File: src/rtl/axi_sram_arb2.sv
// axi_sram_arb2: two-master AXI4 arbiter in front of one AxiSram slave, independent round-robin read/write FSMs.
// Define AXI_SRAM_ARB_FIXED_PRIO_EN for fixed priority (requester 0 always wins ties).
module axi_sram_arb2 #(
  parameter int ID_WIDTH   = 4,
  parameter int ADDR_WIDTH = 32,
  parameter int DATA_WIDTH = 64
) (
  input  logic                    ACLK,
  input  logic                    ARESETn,
  input  logic [ID_WIDTH-1:0]     s0_awid,
  input  logic [ADDR_WIDTH-1:0]   s0_awaddr,
  input  logic [7:0]              s0_awlen,
  input  logic [2:0]              s0_awsize,
  input  logic [1:0]              s0_awburst,
  input  logic                    s0_awvalid,
  output logic                    s0_awready,
  input  logic [DATA_WIDTH-1:0]   s0_wdata,
  input  logic [DATA_WIDTH/8-1:0] s0_wstrb,
  input  logic                    s0_wlast,
  input  logic                    s0_wvalid,
  output logic                    s0_wready,
  output logic [ID_WIDTH-1:0]     s0_bid,
  output logic [1:0]              s0_bresp,
  output logic                    s0_bvalid,
  input  logic                    s0_bready,
  input  logic [ID_WIDTH-1:0]     s0_arid,
  input  logic [ADDR_WIDTH-1:0]   s0_araddr,
  input  logic [7:0]              s0_arlen,
  input  logic [2:0]              s0_arsize,
  input  logic [1:0]              s0_arburst,
  input  logic                    s0_arvalid,
  output logic                    s0_arready,
  output logic [ID_WIDTH-1:0]     s0_rid,
  output logic [DATA_WIDTH-1:0]   s0_rdata,
  output logic [1:0]              s0_rresp,
  output logic                    s0_rlast,
  output logic                    s0_rvalid,
  input  logic                    s0_rready,
  input  logic [ID_WIDTH-1:0]     s1_awid,
  input  logic [ADDR_WIDTH-1:0]   s1_awaddr,
  input  logic [7:0]              s1_awlen,
  input  logic [2:0]              s1_awsize,
  input  logic [1:0]              s1_awburst,
  input  logic                    s1_awvalid,
  output logic                    s1_awready,
  input  logic [DATA_WIDTH-1:0]   s1_wdata,
  input  logic [DATA_WIDTH/8-1:0] s1_wstrb,
  input  logic                    s1_wlast,
  input  logic                    s1_wvalid,
  output logic                    s1_wready,
  output logic [ID_WIDTH-1:0]     s1_bid,
  output logic [1:0]              s1_bresp,
  output logic                    s1_bvalid,
  input  logic                    s1_bready,
  input  logic [ID_WIDTH-1:0]     s1_arid,
  input  logic [ADDR_WIDTH-1:0]   s1_araddr,
  input  logic [7:0]              s1_arlen,
  input  logic [2:0]              s1_arsize,
  input  logic [1:0]              s1_arburst,
  input  logic                    s1_arvalid,
  output logic                    s1_arready,
  output logic [ID_WIDTH-1:0]     s1_rid,
  output logic [DATA_WIDTH-1:0]   s1_rdata,
  output logic [1:0]              s1_rresp,
  output logic                    s1_rlast,
  output logic                    s1_rvalid,
  input  logic                    s1_rready,
  output logic [ID_WIDTH:0]       m_awid,
  output logic [ADDR_WIDTH-1:0]   m_awaddr,
  output logic [7:0]              m_awlen,
  output logic [2:0]              m_awsize,
  output logic [1:0]              m_awburst,
  output logic                    m_awvalid,
  input  logic                    m_awready,
  output logic [DATA_WIDTH-1:0]   m_wdata,
  output logic [DATA_WIDTH/8-1:0] m_wstrb,
  output logic                    m_wlast,
  output logic                    m_wvalid,
  input  logic                    m_wready,
  input  logic [ID_WIDTH:0]       m_bid,
  input  logic [1:0]              m_bresp,
  input  logic                    m_bvalid,
  output logic                    m_bready,
  output logic [ID_WIDTH:0]       m_arid,
  output logic [ADDR_WIDTH-1:0]   m_araddr,
  output logic [7:0]              m_arlen,
  output logic [2:0]              m_arsize,
  output logic [1:0]              m_arburst,
  output logic                    m_arvalid,
  input  logic                    m_arready,
  input  logic [ID_WIDTH:0]       m_rid,
  input  logic [DATA_WIDTH-1:0]   m_rdata,
  input  logic [1:0]              m_rresp,
  input  logic                    m_rlast,
  input  logic                    m_rvalid,
  output logic                    m_rready
);
  typedef enum logic [1:0] {W_IDLE, W_ADDR, W_DATA} w_state_t;
  typedef enum logic {R_IDLE, R_ADDR} r_state_t;
  w_state_t w_state, w_next;
  r_state_t r_state, r_next;
  logic wgnt, wgnt_next, rgnt, rgnt_next;
  logic w_pick, r_pick, aw_hs, ar_hs;
  assign aw_hs = m_awvalid & m_awready;
  assign ar_hs = m_arvalid & m_arready;
`ifdef AXI_SRAM_ARB_FIXED_PRIO_EN
  assign w_pick = ~s0_awvalid;
  assign r_pick = ~s0_arvalid;
`else
  logic last_w, last_r;
  assign w_pick = (s0_awvalid & s1_awvalid) ? ~last_w : s1_awvalid;
  assign r_pick = (s0_arvalid & s1_arvalid) ? ~last_r : s1_arvalid;
  // fairness history moves only once the address is actually accepted
  always_ff @(posedge ACLK or negedge ARESETn)
    if (!ARESETn) begin
      last_w <= 1'b1;
      last_r <= 1'b1;
    end else begin
      if (aw_hs) last_w <= wgnt;
      if (ar_hs) last_r <= rgnt;
    end
`endif
  always_ff @(posedge ACLK or negedge ARESETn)
    if (!ARESETn) begin
      w_state <= W_IDLE;
      r_state <= R_IDLE;
      wgnt    <= 1'b0;
      rgnt    <= 1'b0;
    end else begin
      w_state <= w_next;
      r_state <= r_next;
      wgnt    <= wgnt_next;
      rgnt    <= rgnt_next;
    end
  always_comb begin
    w_next    = w_state;
    wgnt_next = wgnt;
    case (w_state)
      W_IDLE: if (s0_awvalid | s1_awvalid) begin
        w_next    = W_ADDR;
        wgnt_next = w_pick;
      end
      W_ADDR: if (aw_hs) w_next = W_DATA;
      W_DATA: if (m_wvalid & m_wready & m_wlast) w_next = W_IDLE;
      default: w_next = W_IDLE;
    endcase
  end
  always_comb begin
    r_next    = r_state;
    rgnt_next = rgnt;
    if (r_state == R_IDLE && (s0_arvalid | s1_arvalid)) begin
      r_next    = R_ADDR;
      rgnt_next = r_pick;
    end else if (r_state == R_ADDR && ar_hs) r_next = R_IDLE;
  end
  assign m_awvalid  = (w_state == W_ADDR) & (wgnt ? s1_awvalid : s0_awvalid);
  assign m_awid     = {wgnt, wgnt ? s1_awid : s0_awid};
  assign m_awaddr   = wgnt ? s1_awaddr : s0_awaddr;
  assign m_awlen    = wgnt ? s1_awlen : s0_awlen;
  assign m_awsize   = wgnt ? s1_awsize : s0_awsize;
  assign m_awburst  = wgnt ? s1_awburst : s0_awburst;
  assign s0_awready = (w_state == W_ADDR) & ~wgnt & m_awready;
  assign s1_awready = (w_state == W_ADDR) & wgnt & m_awready;
  assign m_wvalid   = (w_state == W_DATA) & (wgnt ? s1_wvalid : s0_wvalid);
  assign m_wdata    = wgnt ? s1_wdata : s0_wdata;
  assign m_wstrb    = wgnt ? s1_wstrb : s0_wstrb;
  assign m_wlast    = wgnt ? s1_wlast : s0_wlast;
  assign s0_wready  = (w_state == W_DATA) & ~wgnt & m_wready;
  assign s1_wready  = (w_state == W_DATA) & wgnt & m_wready;
  assign m_arvalid  = (r_state == R_ADDR) & (rgnt ? s1_arvalid : s0_arvalid);
  assign m_arid     = {rgnt, rgnt ? s1_arid : s0_arid};
  assign m_araddr   = rgnt ? s1_araddr : s0_araddr;
  assign m_arlen    = rgnt ? s1_arlen : s0_arlen;
  assign m_arsize   = rgnt ? s1_arsize : s0_arsize;
  assign m_arburst  = rgnt ? s1_arburst : s0_arburst;
  assign s0_arready = (r_state == R_ADDR) & ~rgnt & m_arready;
  assign s1_arready = (r_state == R_ADDR) & rgnt & m_arready;
  // responses are steered purely by the requester bit folded into the ID
  assign s0_bvalid  = m_bvalid & ~m_bid[ID_WIDTH];
  assign s1_bvalid  = m_bvalid & m_bid[ID_WIDTH];
  assign s0_bid     = m_bid[ID_WIDTH-1:0];
  assign s1_bid     = m_bid[ID_WIDTH-1:0];
  assign s0_bresp   = m_bresp;
  assign s1_bresp   = m_bresp;
  assign m_bready   = m_bid[ID_WIDTH] ? s1_bready : s0_bready;
  assign s0_rvalid  = m_rvalid & ~m_rid[ID_WIDTH];
  assign s1_rvalid  = m_rvalid & m_rid[ID_WIDTH];
  assign s0_rid     = m_rid[ID_WIDTH-1:0];
  assign s1_rid     = m_rid[ID_WIDTH-1:0];
  assign s0_rdata   = m_rdata;
  assign s1_rdata   = m_rdata;
  assign s0_rresp   = m_rresp;
  assign s1_rresp   = m_rresp;
  assign s0_rlast   = m_rlast;
  assign s1_rlast   = m_rlast;
  assign m_rready   = m_rid[ID_WIDTH] ? s1_rready : s0_rready;
endmodule
File: config.mk
export PLATFORM = sky130hd
export DESIGN_NAME = axi_sram_arb2
export DESIGN_NICKNAME = d
export VERILOG_FILES = /design/src/rtl/axi_sram_arb2.sv
export SDC_FILE = /design/constraint.sdc
export NUM_CORES = 1
export LEC_CHECK = 0
export BUFFER_PORTS_ARGS = -buffer_cell sky130_fd_sc_hd__buf_2
export CAP_MARGIN = 20
export CORE_AREA = 4 4 306 308
export CTS_CLUSTER_DIAMETER = 120
export DETAILED_ROUTE_END_ITERATION = 6
export DIE_AREA = 0 0 310 312
export PLACE_DENSITY_LB_ADDON = 0.05
export SYNTH_ARGS = -nofsm -noshare
export SYNTH_HDL_FRONTEND = slang
export SYNTH_SLANG_ARGS = --single-unit
File: constraint.sdc
create_clock -name ACLK -period 2.8 [get_ports ACLK]
set_clock_uncertainty 0.15 [all_clocks]
set_input_delay 0.7 -clock ACLK [delete_from_list [all_inputs] [get_ports ACLK]]
set_output_delay 0.7 -clock ACLK [all_outputs]
set_load 0.01 [all_outputs]
==> results of run 1 <==
-- metrics by stage --
stage,instance area (sq um),hold WS [ps],worst slack (ps)
after global placement,6720,397,402
final,6820,161,228
after CTS,6800,174,160
after detailed placement,6720,368,414
after floorplan,3670,254,862
after global routing,6810,178,134
-- registers in the layout (all words and copies together), names as in the netlist --
register,cells
w_state,2
last_r,1
last_w,1
r_state,1
rgnt,1
wgnt,1
-- cells in the mapped netlist (all sizes together) --
| cell | instances | share of area [%] |
|---|---|---|
| and3 | 1 | 0.17 |
| buf | 176 | 36 |
| nand2 | 6 | 0.61 |
| and2 | 2 | 0.34 |
| nor3b | 1 | 0.20 |
| nand3 | 1 | 0.14 |
| nand3b | 2 | 0.41 |
| a32o | 2 | 0.55 |
| nor2 | 9 | 0.92 |
| nor3 | 2 | 0.27 |
| nor2b | 4 | 0.68 |
| dfstp | 2 | 1.4 |
| a21oi | 1 | 0.14 |
| inv | 2 | 0.20 |
| dfrtp | 5 | 3.4 |
| a21o | 1 | 0.20 |
| mux2 | 174 | 53 |
| o32a | 1 | 0.27 |
| mux2i | 3 | 0.82 |
| a31oi | 1 | 0.17 |
-- area by class of cell --
type	instances	area [sq um]	share of cell area, %
inverters	2	7.51	0.110
clock buffers	4	78.8	1.16
diodes	6	15.0	0.220
repair buffers	558	2870	42.1
flip-flops and latches	7	183	2.68
well taps	1186	1480	21.8
multi-input cells	211	2180	32.0
-- power by group --
part	total, mW	switching, mW	internal, mW
registers	0.312	0.147	0.165
logic	3.65	1.77	1.88
clock network	0.251	0.0606	0.190
-- path summary, 6_finish.rpt --
| path | end | slack (ps) | startpoint | cells past startpoint |
|---|---|---|---|---|
| max | m_wdata[3] | 230 | wgnt | 3 |
| min | w_state[0] | 160 | ARESETn | 1 |
| max reg2reg | w_state[1] | 1080 | wgnt | 5 |
| min reg2reg | w_state[0] | 370 | w_state[1] | 1 |
| max in group asynchronous | last_r | 2090 | ARESETn | 1 |
| min in group ACLK | w_state[0] | 370 | w_state[1] | 1 |
-- per-layer routing --
metal | track usage [%] | up-vias | wire [um]
met5 | 0 | - | 70
met4 | 1.59 | 8 | 682
met3 | 2.27 | 47 | 3310
met2 | 10.4 | 338 | 15300
met1 | 5.81 | 1913 | 10700
li1 | - | 1998 | -
-- logic make-up after synthesis --
group,Yosys count
simple gates,28
compound gates,6
buf+inv,178
flops,7
mux,177
-- worst max-delay path: cells and delay by family (launching register included) --
family	cells	cell delay (ps)
flip-flops	1	610
buffers and inverters	2	480
multiplexers	1	380
-- layout by cell type (no fill, tap or decap), types with 2 or more instances in the layout --
master,instances
dfstp_2,2
and2_1,2
clkbuf_16,3
a32o_1,2
inv_1,2
buf_12,4
mux2i_1,3
nand3b_1,2
nor2_1,9
nor3_1,2
buf_2,548
dfrtp_1,3
nor2b_1,4
mux2_2,173
nand2_1,6
diode_2,6
buf_4,6
==> out/metrics.cfg, run 1 <==
[run_status]
status=completed

[clocking]
post_cts_buffers=0
hold_buffers=0
clk_latency_ps=230
cts_tree=built
clk_pin_slew_ps=40
root_buffer=clkbuf_16
clock_sinks=7
cts_resized=0
htree_levels=1
cts_buffer_depth=2
cts_inserted_buffers=3

[critical_path]
crit_chain=buf_4 -> mux2_2 -> buf_2
startpoint_type=register
critical_path_class=register to output port
cp_max_fo=15
critical_path_arrival_ps=1720
slowest_stage=dfrtp_4
end_kind=output port
slowest_delay_ps=610
cp.required_ps=1950

[synth]
ys_seq_area_share_pct=4.84
synth.mux.area_fraction_pct=54.3
syn_inst=396
synthSimpleGateAreaFrac_pct=3.75
ys_seq_elements=7
synthXorXnorAreaFrac_pct=0
synthAdderAreaFrac_pct=0
synth_cell_types=22
synth_area_sq_um=3670
synth_top_family_by_area=multiplexers
yosysWarnings=0
synth_compound_area_share_pct=1.33
syn-num-nets=834
syn_area_per_cell_sq_um=9.27

[place]
placed_cells=1964
gp_congestion=0.759
place_hpwl_mm=27.8
io_buffer_count=548

[route]
ant_nets=0
num_vias=4304
drt-initial-drc-count=100
firstDrtPassIters=4
drc=0
vias_per_cell=2.18
routed_wl_mm=30.0
wire_per_inst_um=15.2

[power_and_ir_drop]
finalPower_mw=4.21
p_leak_nw=3.14
vdd_drop_max_uv=223
power.density_nw_per_um2=618

[job]
maxCapViolations=0

[timing]
final-setup-viol-count=0
rsz0062_at_grt=no
slew_violations=0
period_minus_slack_ps=2570
post-route-period-util_pct=91.8
max_slew_margin_pct=73.0
hold_violations=0
max_freq_mhz=389
setup-tns-final_ps=0
tightest_slew_ps=405

[finish]
area_delta_synth_final_pct=85.7
fillers=10800
final_util_pct=7.48
fin_nets=1221
drive_above_1_share_pct=94.5
finalNonFillerCells=1974

[floorplan]
rows=111
die_x_um=310
start_util_pct=4.03
fp.dieH_um=312
core_sq_um=91100
io_pins=780
dieArea_sq_um=96700

[global_routing]
antenna_found_initial=12
grt.total_usage_pct=5.62
gr-total-overflow=0
grt_pass1_vias=4674
grt_pass1_wl_mm=38.6
grt_max_degree=44

[min_path]
holdCritPathClass=primary input to async pin

Power figures use the tool's default switching activity.
==> run 2: changes to the inputs <==
--- a/config.mk
+++ b/config.mk
@@ -5,12 +5,14 @@
 export SDC_FILE = /design/constraint.sdc
 export NUM_CORES = 1
 export LEC_CHECK = 0
+export ABC_CLOCK_PERIOD_IN_PS = 2800
 export BUFFER_PORTS_ARGS = -buffer_cell sky130_fd_sc_hd__buf_2
 export CAP_MARGIN = 20
 export CORE_AREA = 4 4 306 308
 export CTS_CLUSTER_DIAMETER = 120
 export DETAILED_ROUTE_END_ITERATION = 6
 export DIE_AREA = 0 0 310 312
+export HOLD_SLACK_MARGIN = 0.15
 export PLACE_DENSITY_LB_ADDON = 0.05
 export SYNTH_ARGS = -nofsm -noshare
 export SYNTH_HDL_FRONTEND = slang
==> constraint.sdc (replaced) <==
create_clock -name ACLK -period 2.8 [get_ports ACLK]
set_clock_uncertainty 0.15 [all_clocks]
set_input_delay 0.14 -clock ACLK [delete_from_list [all_inputs] [get_ports ACLK]]
set_output_delay 0.14 -clock ACLK [all_outputs]
set_load 0.01 [all_outputs]
==> out/metrics.cfg, run 2 (synthesis gave the netlist of run 1 again) <==
[run_status]
status=completed

[critical_path]
slowest_stage=dfrtp_4
critPathBufInv=2
crit_chain=buf_4 -> mux2_2 -> buf_2
critical_path_class=register to output port
critical_path_arrival_ps=1960
cp.required_ps=2510
cp_top_family=flip-flops
cp_max_fo=34
startpoint_type=register
r2r_start=rgnt
startpoint=wgnt
slowest_delay_ps=780
end_kind=output port

[route]
wire_per_inst_um=14.9
routed_wl_mm=30.7
firstDrtPassIters=4
num_vias=4676
drt-initial-drc-count=86
drc=0
vias_per_cell=2.27
ant_nets=0

[timing]
slew_violations=0
max_freq_mhz=445
rsz0062_at_grt=no
max_slew_margin_pct=58.7
final-setup-viol-count=0
setup-tns-final_ps=0
post-route-period-util_pct=80.3
hold_violations=0
tightest_slew_ps=620
period_minus_slack_ps=2250

[power_and_ir_drop]
clock_power_share_pct=5.7
p_leak_nw=3.48
pwr-share-seq_pct=9.0
power.density_nw_per_um2=570
power.internal_mw=2.29
comb_power_share_pct=85.3
vdd_drop_max_uv=220
finalPower_mw=4.35
switchingPower_mw=2.07
switching_share_pct=47.4

[floorplan]
io_pins=780
dieArea_sq_um=96700
core_sq_um=91100
fp.dieH_um=312
rows=111
start_util_pct=4.03
die_x_um=310

[finish]
drive_above_1_share_pct=85.1
final_common_cell=buf_2
largest_reg_flops=2
finalNonFillerCells=2057
layout.cells.most_common_list=548 x buf_2, 173 x mux2_2, 86 x dlygate4sd3_1, 9 x nor2_1, 6 x nand2_1
fin_nets=1304
post-route-cell-area_sq_um=7640
regMostFlops=w_state
area_delta_synth_final_pct=108

[clocking]
clk_pin_slew_ps=40
cts_resized=0
clk_latency_ps=230
cts_tree=built
clock_sinks=7
cts_inserted_buffers=3
cts_buffer_depth=2
post_cts_buffers=0
htree_levels=1
root_buffer=clkbuf_16

[global_routing]
gr-total-overflow=0
antenna_found_initial=12
grt.total_usage_pct=5.66
grt_pass1_vias=4990
grt_max_degree=45
grt_pass1_wl_mm=39.3

[job]
maxCapViolations=0

[place]
gp_congestion=0.783
place_area_sq_um=6690
place_hpwl_mm=27.6
placed_cells=1961
io_buffer_count=548

[min_path]
holdCritPathClass=primary input to async pin

## run 2: path summary, 6_finish.rpt
check	endpoint	cells past startpoint	slack, ps
hold / removal	w_state[0]	2	170
setup reg to reg	r_state	4	570
max in group asynchronous	last_r	2	2080
setup / recovery	m_awburst[0]	3	550
min in group ACLK	w_state[1]	4	280
hold reg to reg	w_state[0]	1	370
## run 2: timing repair
action / 4_1_cts / 5_1_grt
endpoints found under the hold margin: 167 / 0
setup endpoints to repair: 0 / 0
hold buffers: 86 / 0
## run 2: area by class of cell
class | instances | area [sq um]
fill | 10800 | 83500
multi-input combinational | 211 | 2180
timing repair buffer | 641 | 3690
tap | 1186 | 1480
clock buffer | 4 | 78.8
sequential | 7 | 183
inverter | 2 | 7.51
antenna | 6 | 15.0
## run 2: worst register-to-register path: stages, from the launching register on
cell and delay, ps:
dfrtp_2 740, buf_4 320, mux2i_1 240, o32a_1 180
dlygate4sd3_1 540
## run 2: per-layer routing
metal | part of all wire, % | wire [um] | track usage (%)
met1 | 36 | 11200 | 6.19
met2 | 53 | 16300 | 10.9
met3 | 9.5 | 2920 | 1.63
met4 | 1.0 | 308 | 0.918
met5 | 0.042 | 13 | 0
## run 2: per-stage QoR
stage / utilization [%] / setup slack, ps / hold WS, ps
after floorplan: - / 1420 / -306
after global placement: 7.34 / 730 / -142
after detailed placement: 7.34 / 728 / -139
after CTS: 8.37 / 474 / 182
after global routing: 8.39 / 366 / 212
final: 8.39 / 552 / 166
## run 2: power by group through the flow
stage | clock [mW] | combinational (mW) | sequential [mW]
floorplan | 0 | 2.48 | 0.191
global placement | 0 | 3.73 | 0.426
detailed placement | 0 | 3.63 | 0.419
CTS | 0.256 | 3.85 | 0.419
global route | 0.267 | 4.01 | 0.432
finish | 0.247 | 3.71 | 0.394
